--- src/rtl/reg_file_pkg.sv ---
// Shared register-file types and default sizing for decode and writeback.
// Used by reg_file_multiport and reg_file_rd_port.
package reg_file_pkg;

    localparam int XLEN_DEF         = 32;
    localparam int NUM_REGS_DEF     = 32;
    localparam int NUM_RD_PORTS_DEF = 2;
    localparam int AW_DEF           = $clog2(NUM_REGS_DEF);

    typedef logic [XLEN_DEF-1:0] xlen_t;
    typedef logic [AW_DEF-1:0]   reg_addr_t;

    localparam reg_addr_t ZERO_REG = '0;

endpackage

--- src/rtl/reg_file_rd_port.sv ---
// One registered read port: zero-register mux, write bypass, data/ack flops.
// Bypass of same-cycle writes is enabled by defining REG_FILE_BYPASS_EN.
module reg_file_rd_port
    import reg_file_pkg::*;
#(
    parameter int XLEN = XLEN_DEF,
    parameter int AW   = AW_DEF
) (
    input  logic            clk,
    input  logic            reset,
    input  logic [AW-1:0]   addr_i,
    input  logic            valid_i,
    input  logic [XLEN-1:0] arr_data_i,
    input  logic            wr_en_i,
    input  logic [AW-1:0]   wr_addr_i,
    input  logic [XLEN-1:0] wr_data_i,
    output logic [XLEN-1:0] data_o,
    output logic            ack_o
);

    localparam logic [AW-1:0] ZERO = AW'(ZERO_REG);

    logic [XLEN-1:0] data_d, data_q;
    logic            ack_q;

    always_comb begin
        data_d = arr_data_i;
`ifdef REG_FILE_BYPASS_EN
        if (wr_en_i && (wr_addr_i == addr_i))
            data_d = wr_data_i;
`endif
        if (addr_i == ZERO)
            data_d = '0;
    end

`ifndef REG_FILE_BYPASS_EN
    logic unused_snoop;
    assign unused_snoop = ^{wr_en_i, wr_addr_i, wr_data_i};
`endif

    always_ff @(posedge clk) begin
        if (!reset) begin
            data_q <= '0;
            ack_q  <= 1'b0;
        end else begin
            ack_q <= valid_i;
            if (valid_i)
                data_q <= data_d;
        end
    end

    assign data_o = data_q;
    assign ack_o  = ack_q;

endmodule

--- src/rtl/reg_file_multiport.sv ---
// Multi-read, single-write integer register file with valid/ack ports.
// Optional write-to-read bypass selected by macro REG_FILE_BYPASS_EN.
module reg_file_multiport
    import reg_file_pkg::*;
#(
    parameter  int XLEN         = XLEN_DEF,
    parameter  int NUM_REGS     = NUM_REGS_DEF,
    parameter  int NUM_RD_PORTS = NUM_RD_PORTS_DEF,
    localparam int AW           = $clog2(NUM_REGS)
) (
    input  logic                         clk,
    input  logic                         reset,
    input  logic [NUM_RD_PORTS*AW-1:0]   reg_rd_addr,
    input  logic [NUM_RD_PORTS-1:0]      reg_rd_addr_valid,
    output logic [NUM_RD_PORTS*XLEN-1:0] reg_rd_data,
    output logic [NUM_RD_PORTS-1:0]      reg_rd_data_ack,
    input  logic [AW-1:0]                reg_wr_addr,
    input  logic [XLEN-1:0]              reg_wr_data,
    input  logic                         reg_wr_data_valid,
    output logic                         reg_wr_ack
);

    logic [XLEN-1:0] regs_q [NUM_REGS];
    logic            wr_ack_q;
    logic            wr_en;

    // r0 is never stored; the read ports force it to zero
    assign wr_en = reg_wr_data_valid && (reg_wr_addr != AW'(ZERO_REG));

    always_ff @(posedge clk) begin
        if (!reset) begin
            for (int i = 0; i < NUM_REGS; i++)
                regs_q[i] <= '0;
            wr_ack_q <= 1'b0;
        end else begin
            if (wr_en)
                regs_q[reg_wr_addr] <= reg_wr_data;
            wr_ack_q <= reg_wr_data_valid;
        end
    end

    assign reg_wr_ack = wr_ack_q;

    for (genvar p = 0; p < NUM_RD_PORTS; p++) begin : g_rd
        logic [AW-1:0] addr;
        assign addr = reg_rd_addr[p*AW +: AW];

        reg_file_rd_port #(
            .XLEN (XLEN),
            .AW   (AW)
        ) u_rd (
            .clk        (clk),
            .reset      (reset),
            .addr_i     (addr),
            .valid_i    (reg_rd_addr_valid[p]),
            .arr_data_i (regs_q[addr]),
            .wr_en_i    (wr_en),
            .wr_addr_i  (reg_wr_addr),
            .wr_data_i  (reg_wr_data),
            .data_o     (reg_rd_data[p*XLEN +: XLEN]),
            .ack_o      (reg_rd_data_ack[p])
        );
    end

endmodule
--- config.mk ---
export PLATFORM = sky130hd
export DESIGN_NAME = reg_file_multiport
export DESIGN_NICKNAME = d
export VERILOG_FILES = /design/src/rtl/reg_file_pkg.sv /design/src/rtl/reg_file_rd_port.sv /design/src/rtl/reg_file_multiport.sv
export SDC_FILE = /design/constraint.sdc
export NUM_CORES = 2
export LEC_CHECK = 0
export CAP_MARGIN = 20
export CORE_MARGIN = 4
export CORE_UTILIZATION = 44
export CTS_CLUSTER_SIZE = 20
export DETAILED_ROUTE_END_ITERATION = 8
export PLACE_DENSITY = 0.6
export SLEW_MARGIN = 20
export SYNTH_ARGS = -nofsm -noshare
export SYNTH_HDL_FRONTEND = slang
export SYNTH_SLANG_ARGS = --single-unit
--- constraint.sdc ---
create_clock -name clk -period 3.95 [get_ports clk]
set_input_delay 0.79 -clock clk [delete_from_list [all_inputs] [get_ports clk]]
set_output_delay 0.79 -clock clk [all_outputs]
set_load 0.005 [all_outputs]
**Word level (Yosys, flattened, before mapping)**

Memory sizes are Yosys's and may differ from the RTL's.
Index checks and enable logic that the tools add are counted.

- Memories: 1
- Flip-flop bits (word level): 67
- Bits of input ports: 52
- Output and inout bits: 67
- RAM bits: 1024

Memories:

| memory | words | width | read ports | clocked after memory_dff | write ports | RTL line | text |
|---|---|---|---|---|---|---|---|
| regs_q | 32 | 32 | 2 | 0 | 32 | reg_file_multiport.sv:23 | `logic [XLEN-1:0] regs_q [NUM_REGS];` |

- Multiplexer cells: 9
- Reduce and logical (&&, ||, !) cells: 5

Operators with widths:

| operator | number |
|---|---|
| $mux W32 | 3 |
| $reduce_or A32 Y1 | 1 |
| $logic_not A5 Y1 | 2 |
| $mux W1 | 5 |
| $mux W5 | 1 |
| $reduce_bool A5 Y1 | 1 |
| $logic_and A1 B1 Y1 | 1 |

**Depth between registers and ports, before layout**

- Word-level depth: 7
- Mapped depth: 8

**Cells and area by module**

A second synthesis with hierarchy kept.

- Cell total of the unflattened synthesis: 4914
- Area total of the unflattened synthesis: 58278.4 µm²

By module, submodules not included:

| module | cells each | instances | sequential area each (µm²) | area each (µm²) |
|---|---|---|---|---|
| reg_file_multiport | 4616 | 1 | 30769.5 | 55600.8 |
| reg_file_rd_port | 149 | 2 | 660.6 | 1338.8 |

**Worst setup path before layout**

No wires, ideal clock.

- Path type: input to register
- Start: input port reg_wr_addr[1]
- End: memory regs_q[24][0] (netlist bit), enable pin
- Slack: -246 ps
- Library setup time: 466 ps
- Stages: 3
- Data required time: 3484 ps
- Data arrival time: 3730 ps
- Path through: or3_1 clkbuf_1 o21ai_0

RTL lines:

| element | RTL line | text |
|---|---|---|
| start: declaration | reg_file_multiport.sv:17 | `input logic [AW-1:0] reg_wr_addr,` |
| end: declaration | reg_file_multiport.sv:23 |  |

**Final worst setup path**

- Start: register g_rd[0].u_rd.data_q[0]
- End: output port reg_rd_data[0]

RTL lines:

| element | RTL line | text |
|---|---|---|
| start: declaration | reg_file_rd_port.sv:23 | `logic [XLEN-1:0] data_d, data_q;` |
| start signal: assignment | reg_file_rd_port.sv:48 | `data_q <= data_d;` |
| end: declaration | reg_file_multiport.sv:15 | `output logic [NUM_RD_PORTS*XLEN-1:0] reg_rd_data,` |

No word-level cell between the ends.

==> impl_metrics.ini <==
[setup_path]
critPathBufInv = 1
start_kind = flop
worstReg2RegEnd = g_rd[1].u_rd.data_o[4]
rrSetupSlack_ns = 1.93
worst_path_max_delay_cell = dfxtp_1
r2r_cells = 4
max_stage_delay_ns = 0.65
arrival_ns = 2.01
reg2reg_from = regs_q[8][4]
crit_chain = clkdlybuf4s50_1
crit_type = reg -> out
critPathRequiredTime_ns = 3.16
crit_path_max_fanout = 2
cp_top_family = flip-flops
timing.critical_path.from = g_rd[0].u_rd.data_o[0]
cp-end-kind = output pin

[routing]
dr.pass1.iters = 5
drc_errors = 0
antenna_left = 0
viasPerCell = 6.32
routed_wl_um = 194000
drt_iter0_markers = 4668
vias = 36000
routedWlPerCell_um = 34.0

[sta]
finalMaxSlewViolations = 0
whs_ns = 0.392
fin_worst_skew_ns = 0.0232
period_needed_ns = 2.80
fmax_mhz = 358
setup_tns_ns = 0
rsz0062_at_grt = no
period_share = 0.708
layout_setup_ws_ns = 1.15
hold_violations = 0
tightest_slew_ns = 1.16
slew_headroom = 0.226
setup_viol = 0

[pwr]
p_comb_frac = 0.111
power.density_nw_per_um2 = 437
p_clk_frac = 0.406
power_mw = 28.4
p_leak_nw = 22.8
ir_drop_mv = 0.393
swShare = 0.248
p_int_mw = 21.4
p_sw_mw = 7.04
p_seq_frac = 0.483

[cells_and_area]
design_area_um2 = 65100
fillers = 10500
area_delta_synth_final_pct = 14.5
fin_util = 0.509
fin_cells = 5694
mostFrequentLayoutCells = and2_1, edfxtp_1, mux4_2, mux2i_1, a22oi_1
drive_above_1_share = 0.216
final_common_cell = and2_1
fin_nets = 3968

[clock_tree]
cts_resized = 0
htreeDepth = 3
cts_setup_buffers = 0
insertion_delay_ns = 0.74
cts_hold_buf = 0
numCtsBuffers = 118
cts_num_sinks = 1091
clk_pin_slew_ns = 0.07
cts_tree = done
cts_root_buf = clkbuf_16
ctsLongestPathBuffers = 3

[yosys]
synth.distinct_cells = 39
async_flop_share = 0
ys_ff_latch = 1091
synth_area_per_cell_um2 = 14.6
yosysWarnings = 0
ys_seq_area_frac = 0.565
synth_edf_count = 1024
synth_area_leaders = edfxtp_1, mux4_2, and2_1, mux2i_1, dfxtp_1
syn_inst = 3885
synth_area_um2 = 56800
synth_top_area_share = 0.541
ys.flop_type = edfxtp_1
synth_top_cell_by_area = edfxtp_1

[floorplanning]
ios = 119
start_util = 0.445
rows = 131
die_height_um = 367
fp.coreArea_um2 = 128000
fp.dieW_um = 367
die_area_um2 = 135000

[global_routing]
grt-ovfl-total = 0
use_met3 = 0.0566
use_met1 = 0.399
use_met2 = 0.451
track_usage = 0.283
grt_pass1_vias = 36000
grt_pass1_wl_um = 274000
antenna_found_initial = 20
busiest_layer = met2
grt_max_degree = 92

[worst_hold_path]
whs_path_depth = 3
hp-class = in -> reg
hold_start = reset
hold_end = reg_wr_ack

[job]
maxCapViolations = 0

[placed_design]
dp.cells = 5456
place_congestion = 0.852
place_area_um2 = 61100
post-place-ws_ns = 0.688
io_buffers = 118
hpwl_um = 121000

[outcome]
status = completed
synthesized netlist by cell type (6+ instances only):
master / number
a211oi_1: 28
a221oi_1: 7
clkbuf_1: 297
and2_1: 1032
nor2_1: 34
mux4_2: 384
dfxtp_1: 67
edfxtp_1: 1024
buf_6: 18
a22oi_1: 128
buf_2: 62
clkbuf_2: 6
buf_1: 10
o21ai_0: 31
a32o_1: 54
nor2b_1: 36
mux2i_1: 356
o311ai_1: 64
and3_1: 10
or2_0: 49
a21oi_1: 90
a21boi_0: 28
buf_4: 27
or2_1: 11
worst max path at each step:
stage / end / slack, ns / cells after the start
2_1_floorplan: regs_q[24][0] / -0.25 / 3
3_3_place_gp: regs_q[21][21] / 0.73 / 5
3_5_place_dp: regs_q[21][28] / 0.69 / 5
4_1_cts: reg_rd_data[0] / 1.12 / 1
5_1_grt: reg_rd_data[0] / 1.14 / 1
6_report: reg_rd_data[0] / 1.15 / 1
final cells by class:
type | instances | area (um2) | share of cell area
multi-input cells | 2402 | 23600 | 0.363
repair buffers | 301 | 3260 | 0.0500
flip-flops and latches | 1091 | 32100 | 0.493
inverters | 2 | 7.51 | 0.000115
clock inverters | 72 | 769 | 0.0118
diodes | 10 | 25.0 | 0.000384
well taps | 1662 | 2080 | 0.0319
clock buffers | 154 | 3250 | 0.0499
power by group through the flow:
stage	combinational, mW	clock (mW)	sequential (mW)
floorplan	1.87	0	13.8
global placement	3.12	0	13.9
detailed placement	3.13	0	13.9
CTS	3.14	11.7	13.7
global route	3.29	12.1	13.8
finish	3.16	11.5	13.7
registers in the layout (all words and copies together) (netlist names):
name / count
reg_wr_ack: 1
regs_q: 1024
g_rd.u_rd.ack_o: 2
g_rd.u_rd.data_o: 64
worst register-to-register path, stage by stage, from the launching register on:
cell and delay, ns:
edfxtp_1 0.40, mux4_2 0.46, nor2b_1 0.14, a211oi_1 0.73, o311ai_1 0.14
cell families after synthesis:
kind of cell	share of synthesized area
compound gates	0.0562
flops	0.565
buf+inv	0.0337
simple gates	0.131
other cells	0.0000660
mux	0.215
per-layer routing:
layer / routed length (um) / part of all wire / up-vias
li1: - / - / 14900
met1: 79000 / 0.41 / 18800
met2: 91000 / 0.47 / 1921
met3: 18300 / 0.094 / 338
met4: 5380 / 0.028 / 4
met5: 17 / 0.000088 / -
(Power assumes the default switching activity.)
